[src/rtl/rotate_cmd_queue_pkg.sv]
// Shared definitions for barrel_shifter users: word widths and the
// command record that travels through the rotate command queue.
package rotate_cmd_queue_pkg;

    localparam int DATA_W = 4;
    localparam int AMT_W  = 2;

    // Direction encoding as seen by barrel_shifter
    localparam logic DIR_LEFT  = 1'b0;
    localparam logic DIR_RIGHT = 1'b1;

    typedef logic [DATA_W-1:0] data_t;
    typedef logic [AMT_W-1:0]  amt_t;

    // One queued rotate request: word, direction, distance
    typedef struct packed {
        data_t data;
        logic  dir;
        amt_t  amt;
    } cmd_t;

    localparam int CMD_W = $bits(cmd_t);

    // Pack the loose command fields into a queue record
    function automatic cmd_t pack_cmd(input data_t data, input logic dir, input amt_t amt);
        cmd_t c;
        c.data = data;
        c.dir  = dir;
        c.amt  = amt;
        return c;
    endfunction

endpackage

[src/rtl/rotate_cmd_queue_barrel_shifter.sv]
// Combinational 4-bit rotator. dir = 1 rotates right, dir = 0 rotates left;
// a distance of zero passes the word through unchanged.
module barrel_shifter
    import rotate_cmd_queue_pkg::*;
(
    input  logic [DATA_W-1:0] data,
    input  logic              dir,
    input  logic [AMT_W-1:0]  amt,
    output logic [DATA_W-1:0] result
);

    logic [2*DATA_W-1:0] dbl_s;
    logic [2*DATA_W-1:0] shr_s;
    logic [2*DATA_W-1:0] shl_s;

    // Rotate by shifting a doubled copy of the word and keeping one half
    always_comb begin
        dbl_s  = {data, data};
        shr_s  = dbl_s >> amt;
        shl_s  = dbl_s << amt;
        result = data;
        case (dir)
            DIR_RIGHT: result = shr_s[DATA_W-1:0];
            DIR_LEFT:  result = shl_s[2*DATA_W-1:DATA_W];
            default:   result = data;
        endcase
    end

endmodule

[src/rtl/rotate_cmd_queue.sv]
// Rotate command queue: a DEPTH-entry FIFO of rotate requests feeding a
// barrel_shifter whose result is captured in a registered output stage.
// The FIFO level excludes the output register, so the block holds up to
// DEPTH + 1 commands in total.
module rotate_cmd_queue
    import rotate_cmd_queue_pkg::*;
#(
    parameter int DEPTH = 4
) (
    input  logic                     clk,
    input  logic                     rst,
    input  logic                     in_valid,
    output logic                     in_ready,
    input  logic [DATA_W-1:0]        in_data,
    input  logic                     in_dir,
    input  logic [AMT_W-1:0]         in_amt,
    output logic                     out_valid,
    input  logic                     out_ready,
    output logic [DATA_W-1:0]        out_data,
    output logic [$clog2(DEPTH):0]   level,
    output logic                     overflow
);

    localparam int PTR_W = $clog2(DEPTH);
    localparam int LVL_W = PTR_W + 1;
    localparam logic [LVL_W-1:0] FULL_LVL = LVL_W'(DEPTH);
    localparam logic [LVL_W-1:0] ZERO_LVL = LVL_W'(0);

    cmd_t              mem_r [DEPTH];
    logic [PTR_W-1:0]  wr_ptr_r;
    logic [PTR_W-1:0]  rd_ptr_r;
    logic [LVL_W-1:0]  level_r;
    logic              overflow_r;
    logic              out_valid_r;
    data_t             out_data_r;

    logic              in_ready_s;
    logic              push_s;
    logic              pop_s;
    cmd_t              head_s;
    data_t             rot_s;

    // Handshake decode: accept when not full, pop when the output stage can take a word
    always_comb begin
        in_ready_s = 1'b0;
        push_s     = 1'b0;
        pop_s      = 1'b0;
        head_s     = mem_r[rd_ptr_r];
        if (level_r != FULL_LVL) begin
            in_ready_s = 1'b1;
        end else begin
            in_ready_s = 1'b0;
        end
        push_s = in_valid & in_ready_s;
        if ((level_r != ZERO_LVL) && (!out_valid_r || out_ready)) begin
            pop_s = 1'b1;
        end else begin
            pop_s = 1'b0;
        end
    end

    barrel_shifter u_shifter (
        .data   (head_s.data),
        .dir    (head_s.dir),
        .amt    (head_s.amt),
        .result (rot_s)
    );

    // FIFO storage write; contents are don't-care until a slot is pushed
    always_ff @(posedge clk) begin
        if (push_s) begin
            mem_r[wr_ptr_r] <= pack_cmd(in_data, in_dir, in_amt);
        end else begin
            mem_r[wr_ptr_r] <= mem_r[wr_ptr_r];
        end
    end

    // Pointer and occupancy bookkeeping; pointers wrap naturally at DEPTH
    always_ff @(posedge clk or posedge rst) begin
        if (rst) begin
            wr_ptr_r <= PTR_W'(0);
            rd_ptr_r <= PTR_W'(0);
            level_r  <= ZERO_LVL;
        end else begin
            if (push_s) begin
                wr_ptr_r <= wr_ptr_r + PTR_W'(1);
            end else begin
                wr_ptr_r <= wr_ptr_r;
            end
            if (pop_s) begin
                rd_ptr_r <= rd_ptr_r + PTR_W'(1);
            end else begin
                rd_ptr_r <= rd_ptr_r;
            end
            case ({push_s, pop_s})
                2'b10:   level_r <= level_r + LVL_W'(1);
                2'b01:   level_r <= level_r - LVL_W'(1);
                default: level_r <= level_r;
            endcase
        end
    end

    // Output stage: load the rotated head on a pop, drop the word once consumed
    always_ff @(posedge clk or posedge rst) begin
        if (rst) begin
            out_valid_r <= 1'b0;
            out_data_r  <= '0;
        end else if (pop_s) begin
            out_valid_r <= 1'b1;
            out_data_r  <= rot_s;
        end else if (out_valid_r && out_ready) begin
            out_valid_r <= 1'b0;
            out_data_r  <= out_data_r;
        end else begin
            out_valid_r <= out_valid_r;
            out_data_r  <= out_data_r;
        end
    end

    // Sticky overflow: a command offered while full is dropped and flagged
    always_ff @(posedge clk or posedge rst) begin
        if (rst) begin
            overflow_r <= 1'b0;
        end else if (in_valid && !in_ready_s) begin
            overflow_r <= 1'b1;
        end else begin
            overflow_r <= overflow_r;
        end
    end

    assign in_ready  = in_ready_s;
    assign out_valid = out_valid_r;
    assign out_data  = out_data_r;
    assign level     = level_r;
    assign overflow  = overflow_r;

endmodule

[config.mk]
export PLATFORM = sky130hd
export DESIGN_NAME = rotate_cmd_queue
export DESIGN_NICKNAME = d
export VERILOG_FILES = /design/src/rtl/rotate_cmd_queue_pkg.sv /design/src/rtl/rotate_cmd_queue_barrel_shifter.sv /design/src/rtl/rotate_cmd_queue.sv
export SDC_FILE = /design/constraint.sdc
export NUM_CORES = 1
export LEC_CHECK = 0
export ABC_CLOCK_PERIOD_IN_PS = 4300
export BUFFER_PORTS_ARGS = -buffer_cell sky130_fd_sc_hd__buf_2
export CAP_MARGIN = 20
export CELL_PAD_IN_SITES_DETAIL_PLACEMENT = 0
export CELL_PAD_IN_SITES_GLOBAL_PLACEMENT = 1
export CORE_MARGIN = 3
export CORE_UTILIZATION = 30
export CTS_CLUSTER_DIAMETER = 30
export DETAILED_ROUTE_END_ITERATION = 8
export PLACE_DENSITY = 0.63
export SYNTH_ARGS = -nofsm -noshare
export SYNTH_HDL_FRONTEND = slang
export SYNTH_SLANG_ARGS = --single-unit
[constraint.sdc]
create_clock -name clk -period 4.3 [get_ports clk]
set_input_delay 0.43 -clock clk [delete_from_list [all_inputs] [get_ports clk]]
set_output_delay 0.43 -clock clk [all_outputs]
set_load 0.03 [all_outputs]
==> results, run 1 <==
- The repair_antennas step left the layout with diodes totalling 0.
- The first routing iteration left 46 violations.
- The category of the worst setup path launch point is a flop.
- Of the total synthesized cell area, the portion taken by XOR and XNOR cells is 0.02853.
- For the worst setup path, the data required time is between 4 and 5 ns.
- The measured slew at the worst slew-check pin is 0.7618 ns.
- The number of cells after detailed placement is 200.
- The max-slew headroom at the worst pin is 0.4921.
- The placer congestion estimate is ~0.74.
- The most common library cell in the layout ignoring fill and taps is edfxtp_1.
- The total wire length after detailed routing is around 3000 um.
- Dividing the synthesized area by the synthesized cell count gives around 16 sq um.
- Once detail routing completed, the nets flagged for antenna violations numbered 0.
- In this run, distinct cell masters in the synthesized netlist total 26.
- Relative to the synthesized area, the layout overhead comes to 14.47%.
- The flow ran to the end, and the final reports show no timing, DRC or antenna violations.
- The floorplan step defined a die boundary enclosing a little over 7000 sq um.
- The maximum number of buffers from clock root to sink is 2.
- The average routed wire per standard cell is ~14 um.
- The quantity of I/O buffers inserted on ports is 20.
- Across all setup checks in the final design, the least slack found is 2.004 ns.
- The TritonCTS buffer count is 5.
- The power consumption is around 1.6 mW.
- CTS placed an instance of clkbuf_8 at the clock tree root.
- In this run the power density over the cells is 778.2 nW/um^2.
- The clock latency of the later-clocked register in the worst-skew pair is 0.28 ns.
- The highest net fanout along the worst path is 11.
- The die outline height is roughly 84 um.
- The average via count per standard cell is between 4 and 5.
- After synthesis, the cell types taking the most area are edfxtp_1 (46%), dfrtp_1 (18%), mux4_1 (8.6%), ha_1 (3.4%), mux2_4 (2.4%).
- The post-synthesis instance total is 112.
- During synthesis, Yosys emitted a total of 0 warnings.
- Dividing the final minimum period by the clock period gives 0.5341.
- Setup repair after global routing left no endpoint under its margin.
- The critical path goes through nor3_1, a21oi_1, ha_1, fa_1, mux2_2.
- Detailed placement ended at an HPWL of approximately 2300 um.
- In the global route stage, overall resource usage came out at 0.09323.
- The tool flagged a number of max-cap violations equal to 0.
- The post-CTS setup buffer count is 0.
- The final number of hold-violating endpoints is 0.
- The leakage power of the design is about 0.83 nW.
- Clock skew on the completed layout was measured at roughly 0.0087 ns.
- The number of search-and-repair iterations in the first detailed-routing pass is 4.
- The number of antenna violations at the first check in global routing is 0.
- The number of design rule violations left after detail routing is 0.
- In this run the standard cell core region covers between 5000 and 6000 sq um.
- The synthesized-area fraction occupied by adder cells is 0.04484.
- The floorplan step set the die width to 84.36 um.
- The total I/O pin count is 21.
- Summed over all failing endpoints, the final setup total negative slack is 0 ns.
- The total via count after detailed routing is around 1000.
- IR analysis of the VDD net gives a maximum drop of 0.2536 mV.
- After clock tree synthesis, the clock-pin slew on the worst setup and hold paths is 0.07 ns.
- The cts-stage hold buffer count is 0.
- The highest cell delay on the worst timing path is ~0.60 ns.
- Among all stages on the critical path, the largest delay is contributed by a21oi_1.
- The share of the Yosys chip area taken by registers is 0.6332.
- The number of core rows is 27.
- In the final layout, the share of cells above drive strength 1 is 0.2500.
- Timing would allow up to approximately 440 MHz.
- The setup path with the least slack is of type reg2reg.
- The net total in the final layout is between 150 and 200.
- The via count of the first global-routing pass is 1033.
- The worst setup path is captured at a flop.
- The final-layout fill cell count is around 530.
- The global-route wire length before repair is a little over 5000 um.
- At the worst endpoint, the arrival time is 2.47 ns.
- The reg2reg setup slack is ~2 ns.
- The starting utilization of the core area is 0.3226.
- CTS built an H-tree with a depth of 2.
- The leading area contributor after synthesis is edfxtp_1.
- The post-cts gate resize count is 0.
- The routed design could run at a clock period as short as 2.296 ns.
- The path class of the tightest hold or removal check is in2async.
- The remaining global-route overflow is 0.
- TritonCTS built the clock tree.
- The number of max-slew violations in the final report is 0.
- Of the post-synthesis cell area, the part taken by muxes is 0.1624.
- The post-place setup slack is 1.986 ns.
- The fraction of the mapped netlist area in simple logic gates is 0.04552.
- The compound-gate portion of the synthesized area is 0.05910.
- The end-of-flow core utilization is 0.3693.
- In this run, synthesis produced a sequential element count of just over 40.
- Clock tree synthesis found a total of just over 40 sinks.
- The top cell types in the final layout, fill and taps aside, are edfxtp_1 (28), buf_2 (20), dfrtp_1 (13).
- The synthesized area is between 1500 and 2000 sq um.
- Of the post-synthesis cell area, the dominant cell type holds 0.4565.
- After the flow finishes, the layout carries non-filler instances totaling about 210.
- The final number of setup-violating endpoints is 0.
- Counting every net in the synthesized netlist gives around 130.
- Entering global routing, the biggest net connects 14 pins.
- By area, the combinational part of the netlist is dominated by multiplexers.
-- sequential cells by signal, summed over array words and instances, names as in the netlist --
register and count:
out_valid 1, wr_ptr_r 2, level 3, overflow 1
rd_ptr_r 2, mem_r 28, out_data 4
-- worst max-delay path: cells and delay by family, from the launching register on --
| family | cells | cell delay (ns) |
|---|---|---|
| adder cells (fa/ha/maj) | 2 | 0.76 |
| multiplexers | 1 | 0.27 |
| AND/OR/NAND/NOR | 1 | 0.10 |
| flip-flops | 1 | 0.45 |
| AO/OA/AOI/OAI | 1 | 0.60 |
-- synthesized netlist by cell type (all sizes together) --
library cell and number:
a21oi 1, a22oi 4, a31o 1, a31oi 4
and3 4, buf 2, clkbuf 2, dfrtp 13
edfxtp 28, fa 1, ha 5, inv 5
mux2 6, mux2i 4, mux4 7, nand2 4
nand2b 1, nor2 7, nor2b 1, nor3 1
o21ai 1, o22a 4, xnor2 4, xor2 2
-- cell type report --
class	instances	area, sq um	share of cell area
clock buffers	6	72.57	0.03442
clock inverters	2	33.78	0.01602
inverters	5	18.77	0.008902
multi-input cells	62	626.9	0.2973
flip-flops and latches	41	1166	0.5531
well taps	72	90.09	0.04273
repair buffers	20	100.1	0.04748
-- cell families (layout without fill, tap and decap cells) --
| logic type | Yosys count | in the layout |
|---|---|---|
| adder cells (fa/ha/maj) | 6 | 6 |
| AO/OA/AOI/OAI | 15 | 15 |
| buffers and inverters | 9 | 33 |
| flip-flops | 41 | 41 |
| AND/OR/NAND/NOR | 18 | 18 |
| XOR/XNOR | 6 | 6 |
| multiplexers | 17 | 17 |
-- routing by layer --
| layer | vias up | global-route usage | wire [um] |
|---|---|---|---|
| met5 | - | 0 | 0 |
| met4 | 0 | 0.05612 | 96 |
| li1 | 475 | - | - |
| met3 | 10 | 0.03140 | 135 |
| met2 | 30 | 0.1478 | 1541 |
| met1 | 490 | 0.1096 | 1233 |
-- stage by stage --
| step | hold slack (ns) | cell area [sq um] |
|---|---|---|
| 2_1_floorplan | 0.3070 | 1842 |
| 3_3_place_gp | 0.4512 | 2002 |
| 3_5_place_dp | 0.4530 | 2002 |
| 4_1_cts | 0.1755 | 2108 |
| 5_1_grt | 0.1999 | 2108 |
| 6_report | 0.1638 | 2108 |
-- worst paths after layout --
kind,start,end,cells past startpoint
worst max-delay path,level[0]$_DFFE_PP0P_,level[1]$_DFFE_PP0P_,5
worst min-delay path,rst,level[0]$_DFFE_PP0P_,2
worst max register to register,level[0]$_DFFE_PP0P_,level[1]$_DFFE_PP0P_,5
worst min register to register,overflow$_DFFE_PP0P_,overflow$_DFFE_PP0P_,1
max in group asynchronous,rst,out_valid$_DFFE_PP0P_,2
min in group clk,out_ready,out_valid$_DFFE_PP0P_,2
-- power breakdown --
part / switching, mW / total, mW / internal, mW
sequential: 0.0909 / 0.637 / 0.546
clock: 0.118 / 0.289 / 0.171
combinational: 0.391 / 0.715 / 0.324
total: 0.599 / 1.64 / 1.04
No activity file was read; power rests on OpenSTA's default activity.
==> run 2: changes to the inputs <==
--- a/config.mk
+++ b/config.mk
@@ -5,7 +5,8 @@
 export SDC_FILE = /design/constraint.sdc
 export NUM_CORES = 1
 export LEC_CHECK = 0
-export ABC_CLOCK_PERIOD_IN_PS = 4300
+export ABC_AREA = 1
+export ABC_CLOCK_PERIOD_IN_PS = 2200
 export BUFFER_PORTS_ARGS = -buffer_cell sky130_fd_sc_hd__buf_2
 export CAP_MARGIN = 20
 export CELL_PAD_IN_SITES_DETAIL_PLACEMENT = 0
@@ -14,7 +15,7 @@
 export CORE_UTILIZATION = 30
 export CTS_CLUSTER_DIAMETER = 30
 export DETAILED_ROUTE_END_ITERATION = 8
-export PLACE_DENSITY = 0.63
+export PLACE_DENSITY = 0.66
 export SYNTH_ARGS = -nofsm -noshare
 export SYNTH_HDL_FRONTEND = slang
 export SYNTH_SLANG_ARGS = --single-unit
==> constraint.sdc (replaced) <==
create_clock -name clk -period 2.2 [get_ports clk]
set_input_delay 0.22 -clock clk [delete_from_list [all_inputs] [get_ports clk]]
set_output_delay 0.22 -clock clk [all_outputs]
set_load 0.03 [all_outputs]
==> run 2 against run 1 <==
Via count increased by 40%. Cell area increased by 15%. Routed wire length increased by 22%. Synthesized cell count increased by 84%. Clock-buffer cell count unchanged. Flip-flop and latch count unchanged. Clock skew decreased by 0.0038 ns. First-iteration DRC count unchanged. Critical path depth increased by 2. Utilization increased by 0.24 points. Critical path type unchanged.
==> results, run 2 <==
- The CTS tree was built (unchanged).
- The library cell contributing the largest single delay on the critical path is dfrtp_2 (was a21oi_1).
- The number of core rows is 29 (was 27).
- The cell area after placement was 2306 sq um (was 2002 sq um).
- The power consumption is 3.719 mW (was 1.641 mW).
- The largest register by flop count was mem_r (unchanged).
- The category of the worst setup path launch point is a flop (unchanged).
- The remaining global-route overflow is 0 (unchanged).
- The number of enable flip-flop cells after synthesis came to 28 (unchanged).
- The post-synthesis sequential element count was 41 (unchanged).
- The net total in the final layout is 256 (was 152).
- The final number of hold-violating endpoints is 0 (unchanged).
- The highest net fanout along the worst path was 8 (was 11).
- The global-route wire length before repair is 6327 um (was 5099 um).
- The hold slack is 0.1529 ns (was 0.1638 ns).
- The pin count of the biggest net entering global routing is 14 (unchanged).
- The max-slew headroom at the worst pin is 0.6624 (was 0.4921).
- The CTS H-tree depth came to 2 (unchanged).
- The sequential fraction of the synthesis area is 0.5604 (was 0.6332).
- The total wire length after detailed routing was 3680 um (was 3006 um).
- The aggregate global-route resource usage is 0.1064 (was 0.09323).
- The leakage power of the design is 1.113 nW (was 0.8280 nW).
- The number of maximum-capacitance violations is 0 (unchanged).
- The final setup skew was 0.004862 ns (was 0.008708 ns).
- The number of buffers and inverters on the critical path is 0 (unchanged).
- The leading area contributor after synthesis is edfxtp_1 (unchanged).
- The count of yosys warnings during synthesis came to 0 (unchanged).
- The final cell count without fillers is 317 (was 208).
- The number of search-and-repair iterations in the first detailed-routing pass is 4 (unchanged).
- The top cell type's share of synthesized area came to 0.4041 (was 0.4565).
- The root buffer cell is clkbuf_8 (unchanged).
- The width of the chip is 89.28 um (was 84.36 um).
- The synthesized area is 2081 sq um (was 1842 sq um).
- The total via count after detailed routing is 1409 (was 1005).
- The layer carrying the most global-route usage is met2 (unchanged).
- The number of flip-flops in the largest register was 28 (unchanged).
- The average via count per standard cell is 4.445 (was 4.832).
- The number of cells after detailed placement came to 308 (was 200).
- The number of design rule violations left after detail routing is 0 (unchanged).
- The die outline height is 89.28 um (was 84.36 um).
- The post-place setup slack is 0.1966 ns (was 1.986 ns).
- The measured slew at the worst slew-check pin is 0.5059 ns (was 0.7618 ns).
- The family with the most delay on the worst path is adder cells (unchanged).
- The clock transition at the registers of the reported paths came to 0.07 ns (about the same).
- The critical path required time is 2.37 ns (was 4.47 ns).
- The post-synthesis instance total was 206 (was 112).
- The average routed wire per standard cell came to 11.61 um (was 14.45 um).
- Cell-by-cell listing of the critical path: nor3_2, a21oi_2, ha_1, fa_1, a21oi_1, o21ai_0, xnor2_1 (was nor3_1, a21oi_1, ha_1, fa_1, mux2_2).
- The final number of setup-violating endpoints was 0 (unchanged).
- The HPWL after detailed placement is 2745 um (was 2253 um).
- The met3 track demand over resource in global routing is 0.02212 (was 0.03140).
- The most common library cell in the layout ignoring fill and taps was nand2_1 (was edfxtp_1).
- The total inserted antenna cells is 0 (unchanged).
- The net count after synthesis is 223 (was 129).
- The path category of the worst min-delay check is in2reg (was in2async).
- The total power divided by cell area is 1532 nW/um^2 (was 778.2 nW/um^2).
- The fraction of final layout cells sized beyond drive strength 1 is 0.3125 (was 0.2500).
- The via count of the first global-routing pass is 1380 (was 1033).
- The average instance area after synthesis is 10.10 sq um (was 16.44 sq um).
- The total die area was 7971 sq um (was 7116 sq um).
- The number of distinct library cells after synthesis is 23 (was 26).
- Outcome: completed (unchanged).
- The total I/O pin count came to 21 (unchanged).
- The number of max-slew violations in the final report is 0 (unchanged).
- The clock latency of the later-clocked register in the worst-skew pair is 0.28 ns (about the same).
- The end-of-flow core utilization is 0.3716 (was 0.3693).
- The sum of negative setup slack is 0 ns (unchanged).
- The fraction of the cycle the final worst path needs is 0.8716 (was 0.5341).
- The routing usage on met2 is 0.1815 (was 0.1478).
- Most frequent cells in the layout: nand2_1 (47), nand3_1 (28), edfxtp_1 (28) (was edfxtp_1 (28), buf_2 (20), dfrtp_1 (13)).
- The arrival time of data at the critical path endpoint is 2.09 ns (was 2.47 ns).
- The quantity of I/O buffers inserted on ports is 20 (unchanged).
- The placer congestion estimate is 0.8288 (was 0.7354).
- The remaining number of nets flagged by the antenna check after routing is 0 (unchanged).
- The maximum number of buffers from clock root to sink is 2 (unchanged).
- The core region area is 6531 sq um (was 5709 sq um).
- The share of flip-flops with an asynchronous set or reset after synthesis is 0.3171 (unchanged).
- The final cell area excluding filler cells came to 2427 sq um (was 2108 sq um).
- The leading cell type by number of instances after synthesis was nand2_1 (was edfxtp_1).
- Synth cell count leaders: nand2_1 (47), edfxtp_1 (28), nand3_1 (28), inv_1 (27), nand2_2 (21) (was edfxtp_1 (28), dfrtp_1 (13), nor2_1 (7), mux4_1 (6)).
- The final setup slack of the worst path is 0.2826 ns (was 2.004 ns).
- The starting utilization of the core area is 0.3186 (was 0.3226).
- The number of antenna violations at the first check in global routing is 0 (unchanged).
- The peak supply drop is 0.4221 mV (was 0.2536 mV).
- The startpoint-to-endpoint class of the critical path is reg2reg (unchanged).
- Synth top area cells: edfxtp_1 (40%), dfrtp_1 (16%), nand2_1 (8.5%), nand3_1 (6.7%), nand2_2 (6.3%) (was edfxtp_1 (46%), dfrtp_1 (18%), mux4_1 (8.6%), ha_1 (3.4%), mux2_4 (2.4%)).
- The minimum clock period is 1.917 ns (was 2.296 ns).
- The starting DRC count in detailed routing is 46 (unchanged).
- The area growth from synthesis to layout is 16.66% (was 14.47%).
- Unrepaired setup endpoints after global routing: false (unchanged).
- The highest cell delay on the worst timing path was 0.45 ns (was 0.60 ns).
- The TritonCTS buffer count is 5 (unchanged).
- The sink count of the clock tree is 41 (unchanged).
- The flip-flop cell with the highest count after synthesis is edfxtp_1 (unchanged).
- The global routing usage on met1 is 0.1286 (was 0.1096).
- The fmax is 521.5 MHz (was 435.5 MHz).
- The endpoint type of the worst setup path is a flop (unchanged).
[run 2: changes by cell type after synthesis, sizes merged, moves of 4 or more]
cell   before  now
a22oi       4    0
nand2       4   68
inv         5   30
mux4        7    0
mux2i       4    0
nand3       0   37
and3        4    0
mux2        6    1
o22a        4    0
a31oi       4    0
[run 2: logic make-up after synthesis]
logic type	after synthesis	synth area share
xor+xnor	5	0.02105
fa+ha+maj	6	0.03969
compound gates	6	0.02345
simple gates	113	0.2736
flops	41	0.5604
mux	1	0.005412
buf+inv	34	0.07637
[run 2: power by group]
| part | switching (mW) | internal, mW | leakage [nW] |
|---|---|---|---|
| Combinational | 1.24 | 0.695 | 0.656 |
| Clock | 0.230 | 0.335 | 0.0528 |
| Sequential | 0.156 | 1.06 | 0.404 |
[run 2: worst register-to-register path: cells and delay by family, from the launching register on]
family,cells,cell delay [ns]
xor gates and xnor gates,1,0.13
AOI/OAI and AO/OA,3,0.36
adders and majority gates,2,0.62
DFF,1,0.45
and+or+nand+nor,1,0.24
[run 2: per-layer routing]
layer	part of all wire	vias to the layer above	routed length, um
li1	-	732	-
met1	0.45	652	1670
met2	0.51	21	1864
met3	0.025	4	91
met4	0.014	0	53
met5	0	-	0
[run 2: repair_timing]
item | CTS | global route
endpoints found under the hold margin | 13 | 0
hold buffers | 1 | 0
resized for setup | 0 | 1
endpoints found under the setup margin | 0 | 1
buffers inserted | 0 | 0
[run 2: path summary, 6_finish.rpt]
kind / startpoint / end / slack, ns / cells past startpoint
setup reg to reg: level[0]$_DFFE_PP0P_ / level[2]$_DFFE_PP0P_ / 0.28 / 7
max in group asynchronous: rst / level[1]$_DFFE_PP0P_ / 1.33 / 3
min in group asynchronous: rst / out_data[1]$_DFFE_PP0P_ / 0.50 / 3
hold reg to reg: overflow$_DFFE_PP0P_ / overflow$_DFFE_PP0P_ / 0.48 / 1
setup / recovery: level[0]$_DFFE_PP0P_ / level[2]$_DFFE_PP0P_ / 0.28 / 7
hold / removal: in_dir / mem_r[3][2]$_DFFE_PP_ / 0.15 / 1
[run 2: final cells by class]
class | instances | area, sq um
multi-input combinational | 131 | 760.7
sequential | 41 | 1169
clock inverter | 2 | 33.78
fill | 659 | 4104
inverter | 30 | 117.6
clock buffer | 6 | 72.57
timing repair buffer | 30 | 177.7
tap | 77 | 96.34
